===== config.mk =====
export PLATFORM = sky130hd
export DESIGN_NAME = wb_stage_grf
export DESIGN_NICKNAME = d
export VERILOG_FILES = /design/src/rtl/mips_pkg.sv /design/src/rtl/wb_stage_grf_regfile.sv /design/src/rtl/wb_stage_grf.sv
export SDC_FILE = /design/constraint.sdc
export NUM_CORES = 2
export LEC_CHECK = 0
export CAP_MARGIN = 20
export CORE_MARGIN = 5
export CORE_UTILIZATION = 40
export CTS_CLUSTER_DIAMETER = 100
export CTS_CLUSTER_SIZE = 16
export DETAILED_ROUTE_END_ITERATION = 10
export HOLD_SLACK_MARGIN = 0.05
export MAX_ROUTING_LAYER = met4
export PLACE_DENSITY = 0.66
export SLEW_MARGIN = 20
export SYNTH_ARGS = -nofsm -noshare
export SYNTH_HDL_FRONTEND = slang
export SYNTH_SLANG_ARGS = --single-unit

===== constraint.sdc =====
create_clock -name clk -period 4.25 [get_ports clk]
set_input_delay 0.6375 -clock clk [delete_from_list [all_inputs] [get_ports clk]]
set_output_delay 0.6375 -clock clk [all_outputs]
set_load 0.01 [all_outputs]

===== src/rtl/mips_pkg.sv =====
// rtl/mips_pkg.sv - shared MIPS opcode/funct encodings and writeback-source selector
package mips_pkg;

  localparam logic [5:0] OP_SPECIAL = 6'h00;
  localparam logic [5:0] OP_JAL     = 6'h03;
  localparam logic [5:0] OP_BEQ     = 6'h04;
  localparam logic [5:0] OP_ADDI    = 6'h08;
  localparam logic [5:0] OP_ANDI    = 6'h0c;
  localparam logic [5:0] OP_ORI     = 6'h0d;
  localparam logic [5:0] OP_LUI     = 6'h0f;
  localparam logic [5:0] OP_LB      = 6'h20;
  localparam logic [5:0] OP_LH      = 6'h21;
  localparam logic [5:0] OP_LW      = 6'h23;
  localparam logic [5:0] OP_LBU     = 6'h24;
  localparam logic [5:0] OP_LHU     = 6'h25;
  localparam logic [5:0] OP_SW      = 6'h2b;

  localparam logic [5:0] FN_SLL     = 6'h00;
  localparam logic [5:0] FN_JR      = 6'h08;
  localparam logic [5:0] FN_MFHI    = 6'h10;
  localparam logic [5:0] FN_MTHI    = 6'h11;
  localparam logic [5:0] FN_MFLO    = 6'h12;
  localparam logic [5:0] FN_MTLO    = 6'h13;
  localparam logic [5:0] FN_MULT    = 6'h18;
  localparam logic [5:0] FN_DIV     = 6'h1a;
  localparam logic [5:0] FN_ADD     = 6'h20;
  localparam logic [5:0] FN_SUB     = 6'h22;
  localparam logic [5:0] FN_AND     = 6'h24;
  localparam logic [5:0] FN_OR      = 6'h25;
  localparam logic [5:0] FN_SLT     = 6'h2a;
  localparam logic [5:0] FN_SLTU    = 6'h2b;

  typedef enum logic [1:0] {
    WD_ALU = 2'd0,
    WD_DM  = 2'd1,
    WD_PC8 = 2'd2,
    WD_MDU = 2'd3
  } wd_sel_t;

endpackage


===== src/rtl/wb_stage_grf_regfile.sv =====
// rtl/wb_stage_grf_regfile.sv - 32x32 register file with one write port and two write-through read ports
module grf_regfile
  import mips_pkg::*;
(
  input  logic        clk,
  input  logic        reset,
  input  logic        i_we,
  input  logic [4:0]  i_wa,
  input  logic [31:0] i_wd,
  input  logic [4:0]  i_ra_a,
  input  logic [4:0]  i_ra_b,
  output logic [31:0] o_rd_a,
  output logic [31:0] o_rd_b
);

  logic [31:0] r_regs [32];

  // Reset wins over a write arriving in the same cycle.
  always_ff @(posedge clk) begin
    if (reset) begin
      for (int i = 0; i < 32; i++) begin
        r_regs[i] <= '0;
      end
    end else if (i_we) begin
      r_regs[i_wa] <= i_wd;
    end
  end

  always_comb begin
    if (i_ra_a == 5'd0)
      o_rd_a = '0;
    else if (i_we && (i_ra_a == i_wa))
      o_rd_a = i_wd;
    else
      o_rd_a = r_regs[i_ra_a];
  end

  always_comb begin
    if (i_ra_b == 5'd0)
      o_rd_b = '0;
    else if (i_we && (i_ra_b == i_wa))
      o_rd_b = i_wd;
    else
      o_rd_b = r_regs[i_ra_b];
  end

endmodule


===== src/rtl/wb_stage_grf.sv =====
// rtl/wb_stage_grf.sv - writeback select/extend, register file commit and retire counter
module wb_stage_grf
  import mips_pkg::*;
#(
  parameter int unsigned PC_LINK_OFFSET = 8,
  parameter int unsigned RETIRE_CNT_W   = 32
) (
  input  logic                    clk,
  input  logic                    reset,
  input  logic [31:0]             W_instr,
  input  logic [31:0]             W_pc,
  input  logic [31:0]             W_DM_RD,
  input  logic [4:0]              W_GRF_WA,
  input  logic [31:0]             W_ALU_result,
  input  logic [31:0]             W_MDU_result,
  input  logic [4:0]              D_rs_addr,
  input  logic [4:0]              D_rt_addr,
  output logic [31:0]             D_rs_data,
  output logic [31:0]             D_rt_data,
  output logic                    W_GRF_WE,
  output logic [31:0]             W_GRF_WD,
  output logic [RETIRE_CNT_W-1:0] retire_count
);

  logic [5:0]  w_op;
  logic [5:0]  w_fn;
  logic [1:0]  w_addr;
  wd_sel_t     w_sel;
  logic        w_writes;
  logic [7:0]  w_byte;
  logic [15:0] w_half;
  logic [31:0] w_load;
  logic [RETIRE_CNT_W-1:0] r_retire_count;

  assign w_op   = W_instr[31:26];
  assign w_fn   = W_instr[5:0];
  assign w_addr = W_ALU_result[1:0];

  always_comb begin
    w_sel    = WD_ALU;
    w_writes = 1'b0;
    case (w_op)
      OP_SPECIAL: begin
        case (w_fn)
          FN_ADD, FN_SUB, FN_AND, FN_OR, FN_SLT, FN_SLTU: w_writes = 1'b1;
          FN_MFHI, FN_MFLO: begin
            w_sel    = WD_MDU;
            w_writes = 1'b1;
          end
          default: w_writes = 1'b0;
        endcase
      end
      OP_LW, OP_LH, OP_LHU, OP_LB, OP_LBU: begin
        w_sel    = WD_DM;
        w_writes = 1'b1;
      end
      OP_JAL: begin
        w_sel    = WD_PC8;
        w_writes = 1'b1;
      end
      OP_LUI, OP_ADDI, OP_ANDI, OP_ORI: w_writes = 1'b1;
      default: w_writes = 1'b0;
    endcase
  end

  // Little-endian lane pick; halfword ignores a[0], so misaligned lh reads the aligned half.
  always_comb begin
    case (w_addr)
      2'd0:    w_byte = W_DM_RD[7:0];
      2'd1:    w_byte = W_DM_RD[15:8];
      2'd2:    w_byte = W_DM_RD[23:16];
      default: w_byte = W_DM_RD[31:24];
    endcase
    w_half = w_addr[1] ? W_DM_RD[31:16] : W_DM_RD[15:0];
    case (w_op)
      OP_LH:   w_load = {{16{w_half[15]}}, w_half};
      OP_LHU:  w_load = {16'h0, w_half};
      OP_LB:   w_load = {{24{w_byte[7]}}, w_byte};
      OP_LBU:  w_load = {24'h0, w_byte};
      default: w_load = W_DM_RD;
    endcase
  end

  always_comb begin
    case (w_sel)
      WD_DM:   W_GRF_WD = w_load;
      WD_PC8:  W_GRF_WD = W_pc + 32'(PC_LINK_OFFSET);
      WD_MDU:  W_GRF_WD = W_MDU_result;
      default: W_GRF_WD = W_ALU_result;
    endcase
  end

  assign W_GRF_WE = w_writes && (W_GRF_WA != 5'd0);

  always_ff @(posedge clk) begin
    if (reset)
      r_retire_count <= '0;
    else if (|W_instr)
      r_retire_count <= r_retire_count + RETIRE_CNT_W'(1);
  end

  assign retire_count = r_retire_count;

  grf_regfile u_regfile (
    .clk    (clk),
    .reset  (reset),
    .i_we   (W_GRF_WE),
    .i_wa   (W_GRF_WA),
    .i_wd   (W_GRF_WD),
    .i_ra_a (D_rs_addr),
    .i_ra_b (D_rt_addr),
    .o_rd_a (D_rs_data),
    .o_rd_b (D_rt_data)
  );

endmodule


# --- Word level (Yosys, flattened, before mapping) ---
# Memory sizes are Yosys's and may differ from the RTL's.
# Index checks and enable logic that the tools add are counted.
word_totals:
  reg_bits: 32
  ramBits: 1024
  inputBits: 177
  output_inout_bits: 129
  wordCells: 63
  memories: 1
mem_list:
  columns: ["name", "words", "word_bits", "read_ports", "rd_clocked_by_memory_dff", "wr", "line", "text"]
  rows:
  - ["u_regfile.r_regs", 32, 32, 2, 0, 32, "wb_stage_grf_regfile.sv:16", "logic [31:0] r_regs [32];"]
classes:
  addsub: 2
  n_eq_ne: 25
  n_mux: 20
  reduce_logical: 14
ops:
  columns: ["op", "count"]
  rows:
  - ["$mux W32", 5]
  - ["$pmux W32 S4", 1]
  - ["$pmux W32 S3", 1]
  - ["$eq A6 B6 Y1 const B", 11]
  - ["$reduce_or A32 Y1", 2]
  - ["$add A32 B1 Y32 const B", 1]
  - ["$add A32 B4 Y32 const B", 1]
  - ["$eq A6 B4 Y1 const B", 4]
  - ["$pmux W8 S3", 1]
  - ["$mux W16", 1]
  - ["$eq A6 B5 Y1 const B", 2]
  - ["$eq A5 B5 Y1", 2]
  - ["$logic_not A5 Y1", 2]
  - ["$reduce_or A10 Y1", 1]
  - ["$reduce_or A8 Y1", 1]
  - ["$mux W1", 7]
  - ["$eq A2 B2 Y1 const B", 3]
  - ["$eq A6 B2 Y1 const B", 1]
  - ["$logic_not A6 Y1", 1]
  - ["$pmux W2 S3", 1]
  - ["$mux W5", 1]
  - ["$reduce_bool A5 Y1", 1]
  - ["$reduce_or A5 Y1", 1]
  - ["$eq A2 B1 Y1 const B", 2]
  - ["5 further kinds", 7]

# --- Longest topological paths before layout ---
depth:
  ltp_word: 10
  ltp_mapped: 10

# --- Hierarchy ---
# A second synthesis with hierarchy kept.
unflattened:
  hier_cells: 4386
  area_unflattened_um2: 59226.8
by_module_without_submodules:
  columns: ["mod", "n_inst", "cells_each", "area_per_inst_um2", "seq_area_each_um2"]
  rows:
  - ["grf_regfile", 1, 3832, 55263.0, 30749.5]
  - ["wb_stage_grf", 1, 554, 3963.8, 640.6]

# --- Worst setup path before layout ---
# OpenSTA, ideal clock, no wires.
synth_path:
  kind: "input port to output port"
  start: "input port D_rs_addr[0]"
  end: "output port D_rs_data[10]"
  t_arrival_ns: 2.789
  required_ns: 3.612
  setup_slack_ns: 0.823
  path_stages: 7
  n_path_buf: 3
  path_cell_list: "clkbuf_1 buf_2 buf_1 mux4_2 mux4_2 a21oi_1 o22ai_1"
synth_via:
  elab_chain_len: 4
  word_cells_on_any_way: 6
  cone_classes: "eq/ne: 1; mux: 2; reduce/logical: 2; memory: 1"
synth_rtl:
  columns: ["element", "line", "text"]
  rows:
  - ["from (decl)", "wb_stage_grf.sv:16", "input logic [4:0] D_rs_addr,"]
  - ["branches (longest 3 deep; another with $mem_v2 Z32 W32)", null, null]
  - ["$mux W32 *", "wb_stage_grf_regfile.sv:30", "if (i_ra_a == 5'd0)"]
  - ["to (decl)", "wb_stage_grf.sv:18", "output logic [31:0] D_rs_data,"]
# Mark *: on every way between the ends.

# --- Final worst setup path ---
layout_path:
  start: "input port W_GRF_WA[1]"
  end: "output port D_rt_data[15]"
layout_via:
  elab_chain_len: 5
  word_cells_on_any_way: 6
  cone_classes: "eq/ne: 1; mux: 2; reduce/logical: 3"
layout_rtl:
  columns: ["element", "line", "text"]
  rows:
  - ["from (decl)", "wb_stage_grf.sv:13", "input logic [4:0] W_GRF_WA,"]
  - ["$reduce_bool A5 Y1", "wb_stage_grf.sv:93", "assign W_GRF_WE = w_writes && (W_GRF_WA != 5'd0);"]
  - ["$logic_and A1 B1 Y1", "wb_stage_grf.sv:93", null]
  - ["$logic_and A1 B1 Y1 *", "wb_stage_grf_regfile.sv:41", "else if (i_we && (i_ra_b == i_wa))"]
  - ["$mux W32 *", "wb_stage_grf_regfile.sv:41", null]
  - ["$mux W32 *", "wb_stage_grf_regfile.sv:39", "if (i_ra_b == 5'd0)"]
  - ["to (decl)", "wb_stage_grf.sv:19", "output logic [31:0] D_rt_data,"]
# Every way passes the cells marked *; elsewhere a longest branch is shown, timed or not.

==> qor.csv <==
stage,metric,value,unit
status,outcome,"finished, final reports clean",
sta,slew_headroom,45.2,%
floorplanning,num_rows,137,
clock_tree,cts.reportedPaths.clkPinSlew,0.07,ns
sta,period_share,100,%
yosys,yosysMostFrequentCell,nor2_1,
min_path,hold_depth,2,
clock_tree,clk-insertion-delay-late,0.69,ns
sta,fmax,235,MHz
worst_setup_path,worstPathArrival,3.61,ns
power_and_ir_drop,leakagePower,23.5,nW
grt,grt_overflow,0,
worst_setup_path,crit_path_max_fanout,13,
sta,clock_skew,0.00442,ns
detailed_routing,ant_nets,0,
clock_tree,cts_sinks,1056,
yosys,synthTopCellsByArea,"edfxtp_1, mux4_2, nor2_1",
sta,maxSlewViolCount,0,
yosys,syn_avg_cell_area,13.8,um2
detailed_routing,totalWireLength,206000,um
detailed_routing,num_vias,41080,
placement,gp_congestion,0.952,
yosys,ys_seq_area_share,56.0,%
yosys,synth_top_area_cell,edfxtp_1,
yosys,synth_warnings,0,
grt,grt_use_total,28.2,%
placement,dp_slack,-0.296,ns
sta,fin_crit,4.25,ns
final_layout,area_growth_syn_to_layout,20.3,%
detailed_routing,drcViolationCount,0,
detailed_routing,wl_per_cell,32.2,um
min_path,hold_start,retire_count[10],
floorplanning,pin_count,306,
placement,hpwl,136000,um
grt,grt_pass1_vias,40647,
yosys,syn_area,56000,um2
yosys,synth_seq_cells,1056,
worst_setup_path,crit_path_start_kind,primary input,
clock_tree,cts_root_buf,clkbuf_16,
floorplanning,core,139000,um2
sta,setup_ws,0.00195,ns
grt,grt_pass1_wl,292000,um
grt,antenna_found_initial,8,
yosys,async_reset_ff_share,0,%
power_and_ir_drop,irDropWorstVdd,0.345,mV
power_and_ir_drop,power_density,342,nW/um2
final_layout,final_nets,4684,
sta,setup_viol,0,
yosys,synth_common_cells,"nor2_1, edfxtp_1, mux4_2",
floorplanning,die_h,384,um
worst_setup_path,crit_required,3.61,ns
worst_setup_path,cp-end-kind,output pin,
clock_tree,cts_buffer_depth,3,
grt,grt_max_degree,54,
final_layout,drive_gt1_share,27.8,%
floorplanning,die_w,384,um
min_path,min_path_type,flop to flop,
worst_setup_path,path_class,primary input to output pin,
power_and_ir_drop,finalPower,23.1,mW
floorplanning,start_util,40.2,%
clock_tree,ctsHoldBuffers,0,
worst_setup_path,reg2reg_from,retire_count[3],
floorplanning,die-area,148000,um2
yosys,netlist.area_leader.share,54.9,%
yosys,synth_cells,4070,
yosys,yosys_most_used_dff,edfxtp_1,
clock_tree,cts_tree,yes,
yosys,synth-edff-count,1024,
sta,finalHoldViolCount,0,
sta,worst_pin_slew,0.816,ns
clock_tree,cts_max_level,3,
detailed_routing,drtIter0Drc,6517,
detailed_routing,first_pass_iters,6,
flow_run,maxCapViolations,0,
yosys,synthDistinctLibCells,70,
clock_tree,cts_made_buffers,75,
placement,portBuffers,305,
worst_setup_path,rr_worst_depth,6,
worst_setup_path,startpoint,W_GRF_WA[1],
detailed_routing,vias_per_cell,6.42,
[worst paths after layout]
path | end | slack, ns
worst max-delay path | D_rt_data[15] | 0.002
worst min-delay path | retire_count[10] | 0.52
worst max register to register | retire_count[27] | 1.51
worst min register to register | retire_count[10] | 0.52
[where the power goes]
part           internal [mW]  leakage, nW  switching (mW)
Sequential              11.9         9.99           0.262
Clock                   3.19        0.967            3.57
Combinational           1.90         12.5            2.24
[per-layer routing]
| layer | part of all wire (%) | up-vias | track usage, % |
|---|---|---|---|
| met4 | 4.0 | 0 | 9.74 |
| met5 | 0 | - | - |
| met2 | 45 | 3166 | 41.2 |
| met3 | 14 | 480 | 8.32 |
| met1 | 37 | 20981 | 38.0 |
| li1 | - | 16453 | - |
[critical path, cell delays in order]
cell and delay, ns:
clkdlybuf4s50_1 0.65, or2_2 0.20, nor4_2 0.05, or4_1 0.63, a21oi_4 0.36, buf_12 0.22
a211oi_1 0.07, a21oi_1 0.19, clkdlybuf4s50_1 0.57
[cells by family (layout without fill, tap and decap cells)]
group	after synthesis	in the layout	synth area share [%]
xor gates and xnor gates	48	48	0.750
DFF	1056	1056	56.0
other	1	40	0.00669
muxes	647	647	24.0
and+or+nand+nor	1399	1400	10.4
AOI/OAI and AO/OA	445	445	5.17
buffers and inverters	472	888	3.54
adders and majority gates	2	2	0.0447
[flip-flops by register name, indices dropped and copies added, names as in the netlist]
| register | flops |
|---|---|
| retire_count | 32 |
| u_regfile.r_regs | 1024 |
[stage by stage]
| step | setup TNS (ns) | area (um2) | hold WS [ns] | cells | utilization, % |
|---|---|---|---|---|---|
| after floorplan | 0 | 56100 | 0.514 | 4101 | - |
| after detailed placement | -3.79 | 65100 | 0.506 | 6295 | 46.7 |
| after global routing | -0.00602 | 67400 | 0.530 | 6399 | 48.4 |
| after CTS | -0.101 | 67100 | 0.516 | 6387 | 48.2 |
| final | 0 | 67400 | 0.517 | 6402 | 48.4 |
| after global placement | -4.98 | 65100 | 0.486 | 6295 | 46.7 |
[cell type report]
type	instances	area (um2)
Clock buffer	84	1910
Antenna cell	8	20.0
Clock inverter	6	63.8
Inverter	47	184
Fill cell	11934	71900
Timing Repair Buffer	751	8030
Multi-Input combinational cell	2574	23500
Tap cell	1876	2350
Sequential cell	1056	31400
[cells in the final DEF (no fill, tap or decap), types with 76 or more instances in the layout]
master,n
edfxtp_1,1024
mux2i_1,87
a22oi_1,104
buf_4,319
nor2_1,1044
clkdlybuf4s50_1,236
clkbuf_16,76
a21oi_1,105
buf_12,122
mux4_2,559
[timing repair]
item / 4_1_cts / 5_1_grt
hold endpoints to repair: 0 / 0
buffers inserted: 2 / 6
endpoints found under the setup margin: 59 / 64
pin swaps: 11 / 12
cloned: 0 / 2
resized for setup: 47 / 61
No activity file was read; power rests on OpenSTA's default activity.
